### src/rtl/spi_slave_regfile.sv
// spi_slave_regfile: SPI mode-0 responder (MSB first) in front of a byte-wide
// register bank. sclk/cs_n/mosi are oversampled in the clk domain.
// Frame: command byte {rw, addr[6:0]} followed by a data byte.
// Optional build macro SPI_AUTOINC_EN: the data phase repeats with an
// auto-incrementing address until cs_n rises; otherwise the frame holds
// after one data byte.
module spi_slave_regfile #(
    parameter int         NREGS     = 4,
    parameter int         ADDR_W    = 2,
    parameter logic [7:0] RESET_VAL = 8'h00
) (
    input  logic                 clk,
    input  logic                 reset,
    input  logic                 sclk,
    input  logic                 cs_n,
    input  logic                 mosi,
    output logic                 miso,
    output logic                 miso_oe,
    output logic [8*NREGS-1:0]   regs_flat,
    output logic                 wr_strobe,
    output logic [ADDR_W-1:0]    wr_addr,
    output logic [7:0]           wr_data,
    output logic [7:0]           rx_byte,
    output logic                 rx_valid,
    output logic                 frame_err
);

    typedef enum logic [1:0] {IDLE, CMD, DATA, HOLD} state_t;

    state_t               state_q, state_d;
    logic [2:0]           sclk_sync_q, sclk_sync_d;
    logic [1:0]           cs_sync_q, cs_sync_d;
    logic [1:0]           mosi_sync_q, mosi_sync_d;
    logic [2:0]           bit_cnt_q, bit_cnt_d;
    logic                 edge_seen_q, edge_seen_d;
    logic [6:0]           rx_shift_q, rx_shift_d;
    logic [7:0]           tx_shift_q, tx_shift_d;
    logic                 rw_q, rw_d;
    logic [6:0]           addr_q, addr_d;
    logic                 valid_q, valid_d;
    logic [8*NREGS-1:0]   regs_q, regs_d;
    logic                 wr_strobe_q, wr_strobe_d;
    logic [ADDR_W-1:0]    wr_addr_q, wr_addr_d;
    logic [7:0]           wr_data_q, wr_data_d;
    logic [7:0]           rx_byte_q, rx_byte_d;
    logic                 rx_valid_q, rx_valid_d;
    logic                 frame_err_q, frame_err_d;

    logic                 sclk_rise, sclk_fall, cs_n_s, mosi_s, last_bit;
    logic [7:0]           rx_next;
    logic [6:0]           addr_inc;

    function automatic logic addr_ok(input logic [6:0] a);
        return ({25'd0, a} < 32'(NREGS));
    endfunction

    function automatic logic [7:0] reg_rd(input logic [8*NREGS-1:0] bank, input logic [6:0] a);
        logic [7:0] v;
        v = 8'h00;
        for (int i = 0; i < NREGS; i++) begin
            if (a == 7'(i)) v = bank[8*i +: 8];
        end
        return v;
    endfunction

    assign sclk_rise = sclk_sync_q[1] & ~sclk_sync_q[2];
    assign sclk_fall = ~sclk_sync_q[1] & sclk_sync_q[2];
    assign cs_n_s    = cs_sync_q[1];
    assign mosi_s    = mosi_sync_q[1];
    assign rx_next   = {rx_shift_q, mosi_s};
    assign last_bit  = sclk_rise && (bit_cnt_q == 3'd7);
    assign addr_inc  = (addr_q == 7'(NREGS - 1)) ? 7'd0 : addr_q + 7'd1;

    // State register
    always_ff @(posedge clk or negedge reset) begin
        if (!reset) state_q <= IDLE;
        else        state_q <= state_d;
    end

    // Next-state logic; a synced cs_n high always wins and returns to IDLE
    always_comb begin
        state_d = state_q;
        if (cs_n_s) begin
            state_d = IDLE;
        end else begin
            case (state_q)
                IDLE: state_d = CMD;
                CMD:  if (last_bit) state_d = DATA;
`ifdef SPI_AUTOINC_EN
                DATA: state_d = DATA;
`else
                DATA: if (last_bit) state_d = HOLD;
`endif
                HOLD: state_d = HOLD;
                default: state_d = IDLE;
            endcase
        end
    end

    // Datapath next values: synchronisers, shifters, register bank, pulses
    always_comb begin
        sclk_sync_d = {sclk_sync_q[1:0], sclk};
        cs_sync_d   = {cs_sync_q[0], cs_n};
        mosi_sync_d = {mosi_sync_q[0], mosi};
        bit_cnt_d   = bit_cnt_q;
        edge_seen_d = edge_seen_q;
        rx_shift_d  = rx_shift_q;
        tx_shift_d  = tx_shift_q;
        rw_d        = rw_q;
        addr_d      = addr_q;
        valid_d     = valid_q;
        regs_d      = regs_q;
        wr_strobe_d = 1'b0;
        wr_addr_d   = wr_addr_q;
        wr_data_d   = wr_data_q;
        rx_byte_d   = rx_byte_q;
        rx_valid_d  = 1'b0;
        frame_err_d = 1'b0;
        if (cs_n_s) begin
            frame_err_d = ((state_q == CMD) && ((bit_cnt_q != 3'd0) || edge_seen_q)) ||
                          ((state_q == DATA) && (bit_cnt_q != 3'd0));
            bit_cnt_d   = 3'd0;
            edge_seen_d = 1'b0;
        end else begin
            case (state_q)
                IDLE: begin
                    bit_cnt_d   = 3'd0;
                    edge_seen_d = 1'b0;
                end
                CMD: begin
                    if (sclk_rise || sclk_fall) edge_seen_d = 1'b1;
                    if (sclk_rise) begin
                        rx_shift_d = rx_next[6:0];
                        bit_cnt_d  = bit_cnt_q + 3'd1;
                    end
                    if (last_bit) begin
                        rw_d       = rx_next[7];
                        addr_d     = rx_next[6:0];
                        valid_d    = addr_ok(rx_next[6:0]);
                        tx_shift_d = (!rx_next[7] && addr_ok(rx_next[6:0])) ?
                                     reg_rd(regs_q, rx_next[6:0]) : 8'h00;
                    end
                end
                DATA: begin
                    if (sclk_rise) begin
                        rx_shift_d = rx_next[6:0];
                        bit_cnt_d  = bit_cnt_q + 3'd1;
                    end else if (sclk_fall && (bit_cnt_q != 3'd0)) begin
                        tx_shift_d = {tx_shift_q[6:0], 1'b0};
                    end
                    if (last_bit) begin
                        rx_byte_d  = rx_next;
                        rx_valid_d = 1'b1;
                        if (rw_q && valid_q) begin
                            for (int i = 0; i < NREGS; i++) begin
                                if (addr_q == 7'(i)) regs_d[8*i +: 8] = rx_next;
                            end
                            wr_strobe_d = 1'b1;
                            wr_addr_d   = addr_q[ADDR_W-1:0];
                            wr_data_d   = rx_next;
                        end
`ifdef SPI_AUTOINC_EN
                        addr_d     = addr_inc;
                        valid_d    = addr_ok(addr_inc);
                        tx_shift_d = (!rw_q && addr_ok(addr_inc)) ? reg_rd(regs_q, addr_inc) : 8'h00;
`endif
                    end
                end
                default: ;
            endcase
        end
    end

    // Datapath registers
    always_ff @(posedge clk or negedge reset) begin
        if (!reset) begin
            sclk_sync_q <= 3'b000;
            cs_sync_q   <= 2'b11;
            mosi_sync_q <= 2'b00;
            bit_cnt_q   <= 3'd0;
            edge_seen_q <= 1'b0;
            rx_shift_q  <= 7'd0;
            tx_shift_q  <= 8'h00;
            rw_q        <= 1'b0;
            addr_q      <= 7'd0;
            valid_q     <= 1'b0;
            regs_q      <= {NREGS{RESET_VAL}};
            wr_strobe_q <= 1'b0;
            wr_addr_q   <= '0;
            wr_data_q   <= 8'h00;
            rx_byte_q   <= 8'h00;
            rx_valid_q  <= 1'b0;
            frame_err_q <= 1'b0;
        end else begin
            sclk_sync_q <= sclk_sync_d;
            cs_sync_q   <= cs_sync_d;
            mosi_sync_q <= mosi_sync_d;
            bit_cnt_q   <= bit_cnt_d;
            edge_seen_q <= edge_seen_d;
            rx_shift_q  <= rx_shift_d;
            tx_shift_q  <= tx_shift_d;
            rw_q        <= rw_d;
            addr_q      <= addr_d;
            valid_q     <= valid_d;
            regs_q      <= regs_d;
            wr_strobe_q <= wr_strobe_d;
            wr_addr_q   <= wr_addr_d;
            wr_data_q   <= wr_data_d;
            rx_byte_q   <= rx_byte_d;
            rx_valid_q  <= rx_valid_d;
            frame_err_q <= frame_err_d;
        end
    end

    // Output logic: miso only carries the transmit shifter during the data phase
    always_comb begin
        miso    = (state_q == DATA) ? tx_shift_q[7] : 1'b0;
        miso_oe = ~cs_n_s;
    end

    assign regs_flat = regs_q;
    assign wr_strobe = wr_strobe_q;
    assign wr_addr   = wr_addr_q;
    assign wr_data   = wr_data_q;
    assign rx_byte   = rx_byte_q;
    assign rx_valid  = rx_valid_q;
    assign frame_err = frame_err_q;

endmodule

### config.mk
export PLATFORM = sky130hd
export DESIGN_NAME = spi_slave_regfile
export DESIGN_NICKNAME = d
export VERILOG_FILES = /design/src/rtl/spi_slave_regfile.sv
export SDC_FILE = /design/constraint.sdc
export NUM_CORES = 1
export LEC_CHECK = 0
export BUFFER_PORTS_ARGS = -buffer_cell sky130_fd_sc_hd__buf_2
export CAP_MARGIN = 20
export CORE_UTILIZATION = 55
export CTS_CLUSTER_DIAMETER = 80
export DETAILED_ROUTE_END_ITERATION = 7
export MAX_ROUTING_LAYER = met4
export PLACE_DENSITY = 0.82
export SLEW_MARGIN = 20
export SYNTH_ARGS = -nofsm -noshare
export SYNTH_HDL_FRONTEND = slang
export SYNTH_SLANG_ARGS = --single-unit
### constraint.sdc
create_clock -name clk -period 3.92 [get_ports clk]
set_input_delay 0 -clock clk [delete_from_list [all_inputs] [get_ports clk]]
set_output_delay 0 -clock clk [all_outputs]
set_load 0.02 [all_outputs]
==> impl_metrics.json, run 1 <==
{
  "status": "completed",
  "seq_area_frac_synth_pct": 58.83,
  "vias": 2385,
  "start_util_pct": 56.72,
  "period_share_pct": 77.15,
  "crit_type": "flip-flop to flip-flop",
  "timing.max_slew.rel_slack_pct": 41.70,
  "post-place-cells": 398,
  "ys_ff_latch": 90,
  "fp.dieArea_mm2": 0.007306,
  "die_w_um": 85.48,
  "syn2layout_area_growth_pct": 15.51,
  "worstMarginPinSlew_ns": 0.8713,
  "crit_arrival_ns": 3.27,
  "p_per_area_mw_per_mm2": 461.5,
  "cts_buffer_depth": 2,
  "dieHeight_um": 85.48,
  "synth_top_cell_by_area": "dfrtp_1",
  "ios": 60,
  "clockRootBuffer": "clkbuf_8",
  "cp-end-kind": "flip-flop",
  "synth_enable_flop_cells": 0,
  "gr-total-overflow": 0,
  "cts_inserted_buffers": 9,
  "grt_max_degree": 91,
  "h-tree-depth": 3,
  "netlist_area_mm2": 0.003832,
  "finalClockSkew_ns": 0.01325,
  "peakVddDrop_uv": 278.2,
  "first_pass_iters": 4,
  "wl_met1_mm": 3.463,
  "post-place-ws_ns": 0.9841,
  "layout-drive-gt1-share_pct": 45.27,
  "dpl_cell_area_mm2": 0.004154,
  "drt_iter0_drc": 122,
  "critPathMaxFanout": 14,
  "hpwlAfterDp_mm": 5.034,
  "port_buffers": 59,
  "cp.required_ns": 4.16,
  "synth_top_area_share_pct": 57.46,
  "wire_per_inst_um": 18.65,
  "drv_cap": 0,
  "finalSetupViolations": 0,
  "antenna_left": 0,
  "antennaDiodeCount": 0,
  "grt_pass1_wl_mm": 12.35,
  "core_region_area_mm2": 0.006756,
  "avgViaCountPerCell": 5.706,
  "clk_latency_ns": 0.36,
  "drc": 0,
  "utilization_pct": 65.52,
  "row_count": 30,
  "stdcell_area_mm2": 0.004427,
  "total_power_mw": 2.043,
  "routed-wl-met2_mm": 3.930,
  "highest_layer": "met4",
  "finalSetupTns_ns": 0,
  "clock-sinks": 90,
  "whs_ns": 0.2590,
  "max_freq_mhz": 330.6,
  "rsz0062_at_grt": "no",
  "final_nets": 346,
  "synthCells": 277,
  "min_period_ns": 3.024,
  "min_path_type": "input port to async pin",
  "cts_tree": "built",
  "wl_mm": 7.795,
  "synthTopCellsByCount": "88 x dfrtp_1, 65 x mux2_2, 28 x nand2_1",
  "synth.most_common_cell": "dfrtp_1",
  "cts_setup_buffers": 0,
  "antenna_found_initial": 0,
  "gp_congestion": 0.7544,
  "setup_ws_ns": 0.8956,
  "async_flop_share_pct": 100.0,
  "ys_types": 32,
  "wl_met3_um": 218,
  "n_fill_cell": 504,
  "syn_avg_cell_area_um2": 13.84,
  "ys_warn_count": 0,
  "syn_nets": 290,
  "maxSlewViolCount": 0,
  "instances_no_fill": 418,
  "worstSetupStartpointType": "flip-flop",
  "grt_pass1_vias": 2375,
  "clk_pin_slew_ns": 0.10,
  "synth_ff_type": "dfrtp_1",
  "p_leak_nw": 2.379,
  "hold_viol_final": 0,
  "ys_top_cells_by_area": "dfrtp_1 57%, mux2_2 19%, mux4_2 4.7%, nand2_1 2.7%, ha_1 2.6%",
  "track_usage_pct": 23.49
}
==> repair_timing <==
action                                 CTS  global route
resized for setup                        0             0
hold buffers                             4             0
setup endpoints to repair                0             0
endpoints found under the hold margin   91             0
==> flip-flops by register name (all words and copies together), names as in the netlist <==
register	flops
regs_flat	32
rx_byte	8
tx_shift_q	8
wr_data	8
addr_q	7
rx_shift_q	7
bit_cnt_q	3
sclk_sync_q	3
cs_sync_q	2
mosi_sync_q	2
state_q	2
wr_addr	2
edge_seen_q	1
frame_err	1
rw_q	1
rx_valid	1
valid_q	1
wr_strobe	1
==> routing by layer <==
metal  track usage, %  vias up
li1                 -     1083
met1            30.65     1239
met2            37.53       49
met3            3.210       14
met4            9.697        0
met5                -        -
==> cell families after synthesis <==
group / Yosys count / share of synthesized area, %
and+or+nand+nor: 57 / 7.836
DFF: 90 / 58.83
adders and majority gates: 8 / 2.612
buffers and inverters: 27 / 2.873
AOI/OAI and AO/OA: 21 / 3.787
muxes: 74 / 24.06
==> layout make-up <==
type / count / area [um2] / share of cell area (%)
sequential: 90 / 2255 / 50.93
multi-input combinational: 160 / 1468 / 33.15
timing repair buffer: 63 / 341.6 / 7.716
clock buffer: 9 / 123.9 / 2.798
clock inverter: 7 / 105.1 / 2.374
tap: 80 / 100.1 / 2.261
inverter: 9 / 33.78 / 0.7631
==> power breakdown <==
part / switching (mW) / leakage, nW / internal, mW
Sequential: 0.123 / 1.23 / 0.967
Clock: 0.353 / 0.113 / 0.370
Combinational: 0.126 / 1.04 / 0.105
==> placed cells by master (no fill, tap or decap), drive strengths merged <==
cell type    netlist  routed
a211oi             2       2
a21bo              1       1
a21oi              6       6
a22o               7       7
a32oi              1       1
and2               1       1
and3               1       1
and4bb             1       1
buf                7      59
bufinv             0       2
clkbuf            11       9
clkinv             1       1
clkinvlp           0       1
dfrtp             88      88
dfstp              2       2
dlygate4sd3        0       4
ha                 8       8
inv                8      12
mux2              65      65
mux2i              1       1
mux4               8       8
nand2             28      28
nand2b             3       3
nand3              2       2
nand3b             2       2
nand4              2       2
nand4b             1       1
nor2              10      10
nor2b              1       1
nor3               1       1
nor3b              2       2
nor4               1       1
nor4b              1       1
o21ai              4       4
==> critical path: stages, from the launching register on <==
cell,delay [ns]
dfrtp_1,0.41
inv_1,0.09
ha_1,0.49
nand4b_1,0.52
and4bb_1,0.50
nor3b_4,0.49
mux2_2,0.39
==> final timing paths <==
path	from	to	slack, ns	cells past startpoint
setup / recovery	state_q[0]	regs_flat[4]	0.90	6
hold / removal	reset	regs_flat[25]	0.26	2
setup reg to reg	state_q[0]	regs_flat[4]	0.90	6
hold reg to reg	cs_sync_q[0]	cs_sync_q[1]	0.35	0
max in group asynchronous	reset	rx_byte[0]	3.11	2
min in group clk	sclk	sclk_sync_q[0]	0.27	2
Note: power is estimated with default switching activity, not from simulation.
==> run 2, diff against run 1 <==
==> constraint.sdc (replaced) <==
create_clock -name clk -period 2.9 [get_ports clk]
set_input_delay 0 -clock clk [delete_from_list [all_inputs] [get_ports clk]]
set_output_delay 0 -clock clk [all_outputs]
set_load 0.02 [all_outputs]
==> run 2 against run 1 <==
Net effect:
- fmax up 33%
- final area is 0.45% lower
- critical path depth unchanged
- worst hold slack gained 0.013 ns
- via count is 0.46% lower
- register-to-register slack worse by 0.27 ns
- final cell count up 0.96%
- sequential power up 35%
- critical endpoint is now regs_flat[0]
- largest cell class unchanged
- highest routed layer unchanged
==> impl_metrics.json, run 2 (synthesized netlist as in run 1, its figures left out) <==
{
  "ios": 60,
  "final_nets": 350,
  "critical-path-top-delay-family": "simple AND/OR/NAND/NOR gates",
  "start_util_pct": 56.72,
  "h-tree-depth": 3,
  "clk_pin_slew_ns": 0.09,
  "wl_mm": 7.569,
  "slowest_delay_ns": 0.47,
  "min_period_ns": 2.274,
  "first_pass_iters": 6,
  "gr-total-overflow": 0,
  "die_w_um": 85.48,
  "finalSetupViolations": 0,
  "antenna_found_initial": 0,
  "hpwlAfterDp_mm": 5.160,
  "hold_viol_final": 0,
  "crit_arrival_ns": 2.51,
  "path_cells": "inv_1, ha_1, nand4b_1, and4bb_1, nor3b_4, mux2_2",
  "drt_iter0_drc": 114,
  "avgViaCountPerCell": 5.626,
  "finalSetupTns_ns": 0,
  "track_usage_pct": 23.67,
  "largest_reg_flops": 32,
  "antennaDiodeCount": 0,
  "layout-drive-gt1-share_pct": 45.91,
  "crit_type": "flip-flop to flip-flop",
  "rsz0062_at_grt": "no",
  "dieHeight_um": 85.48,
  "vias": 2374,
  "core_region_area_mm2": 0.006756,
  "drv_cap": 0,
  "fp.dieArea_mm2": 0.007306,
  "whs_ns": 0.2718,
  "timing.max_slew.rel_slack_pct": 47.04,
  "grt_pass1_wl_mm": 12.51,
  "clockRootBuffer": "clkbuf_8",
  "peakVddDrop_uv": 373.1,
  "critPathMaxFanout": 9,
  "row_count": 30,
  "min_path_type": "input port to async pin",
  "crit_buf_inv": 1,
  "antenna_left": 0,
  "max_freq_mhz": 439.8,
  "cts_setup_buffers": 0,
  "wire_per_inst_um": 17.94,
  "cts_inserted_buffers": 9,
  "cts_buffer_depth": 2,
  "period_share_pct": 78.41,
  "grt_max_degree": 91,
  "p_leak_nw": 2.371,
  "status": "completed",
  "maxSlewViolCount": 0,
  "worstMarginPinSlew_ns": 0.7944,
  "critPathSlowestCell": "nor3b_4",
  "cp-end-kind": "flip-flop",
  "gp_congestion": 0.7806,
  "cp.required_ns": 3.13,
  "worstSetupStartpointType": "flip-flop",
  "cts_tree": "built",
  "grt_pass1_vias": 2395,
  "clock-sinks": 90,
  "final_common_cell": "dfrtp_1",
  "layout_common_cells": "88 x dfrtp_1, 65 x mux2_2, 58 x buf_2, 28 x nand2_1",
  "syn2layout_area_growth_pct": 14.99,
  "port_buffers": 59,
  "drc": 0,
  "clk_latency_ns": 0.35,
  "p_per_area_mw_per_mm2": 578.7,
  "finalClockSkew_ns": 0.008855
}
-- run 2: cell type report --
type	instances	area [um2]
repair buffers	67	371.6
multi-input cells	160	1468
clock buffers	10	137.6
clock inverters	6	41.29
well taps	80	100.1
flip-flops and latches	90	2255
fillers	510	2350
inverters	9	33.78
-- run 2: through the flow --
| stage | cell area [um2] | utilization (%) | setup WS, ns | instances | power (mW) |
|---|---|---|---|---|---|
| 2_1_floorplan | 3832 | - | 0.9328 | 277 | 1.679 |
| 3_3_place_gp | 4184 | 61.93 | 0.7228 | 402 | 1.792 |
| 3_5_place_dp | 4184 | 61.93 | 0.6422 | 402 | 1.808 |
| 4_1_cts | 4403 | 65.17 | 0.6329 | 422 | 2.576 |
| 5_1_grt | 4407 | 65.22 | 0.4853 | 422 | 2.677 |
| 6_report | 4407 | 65.22 | 0.6261 | 422 | 2.550 |
-- run 2: worst paths after layout --
| kind | startpoint | to | slack (ns) | cells past startpoint |
|---|---|---|---|---|
| setup / recovery | sclk_sync_q[2] | regs_flat[0] | 0.63 | 6 |
| hold / removal | reset | tx_shift_q[1] | 0.27 | 2 |
| setup reg to reg | sclk_sync_q[2] | regs_flat[0] | 0.63 | 6 |
| hold reg to reg | sclk_sync_q[0] | sclk_sync_q[1] | 0.35 | 0 |
| max in group asynchronous | reset | rx_shift_q[5] | 2.09 | 2 |
| min in group clk | cs_n | cs_sync_q[0] | 0.30 | 2 |
-- run 2: repair_timing --
action | CTS | global route
resized for setup | 0 | 0
endpoints found under the setup margin | 0 | 0
hold endpoints to repair | 91 | 0
hold buffers | 4 | 0
-- run 2: metal layers --
| layer | wire, um | GRT usage [%] |
|---|---|---|
| met1 | 3394 | 31.71 |
| met2 | 3815 | 36.80 |
| met3 | 277 | 4.864 |
| met4 | 82 | 7.424 |
| met5 | 0 | - |
-- run 2: power breakdown --
group	internal [mW]	total [mW]	switching (mW)
clock network	0.334	0.765	0.431
registers	1.31	1.47	0.161
logic	0.145	0.317	0.172
total	1.79	2.55	0.764
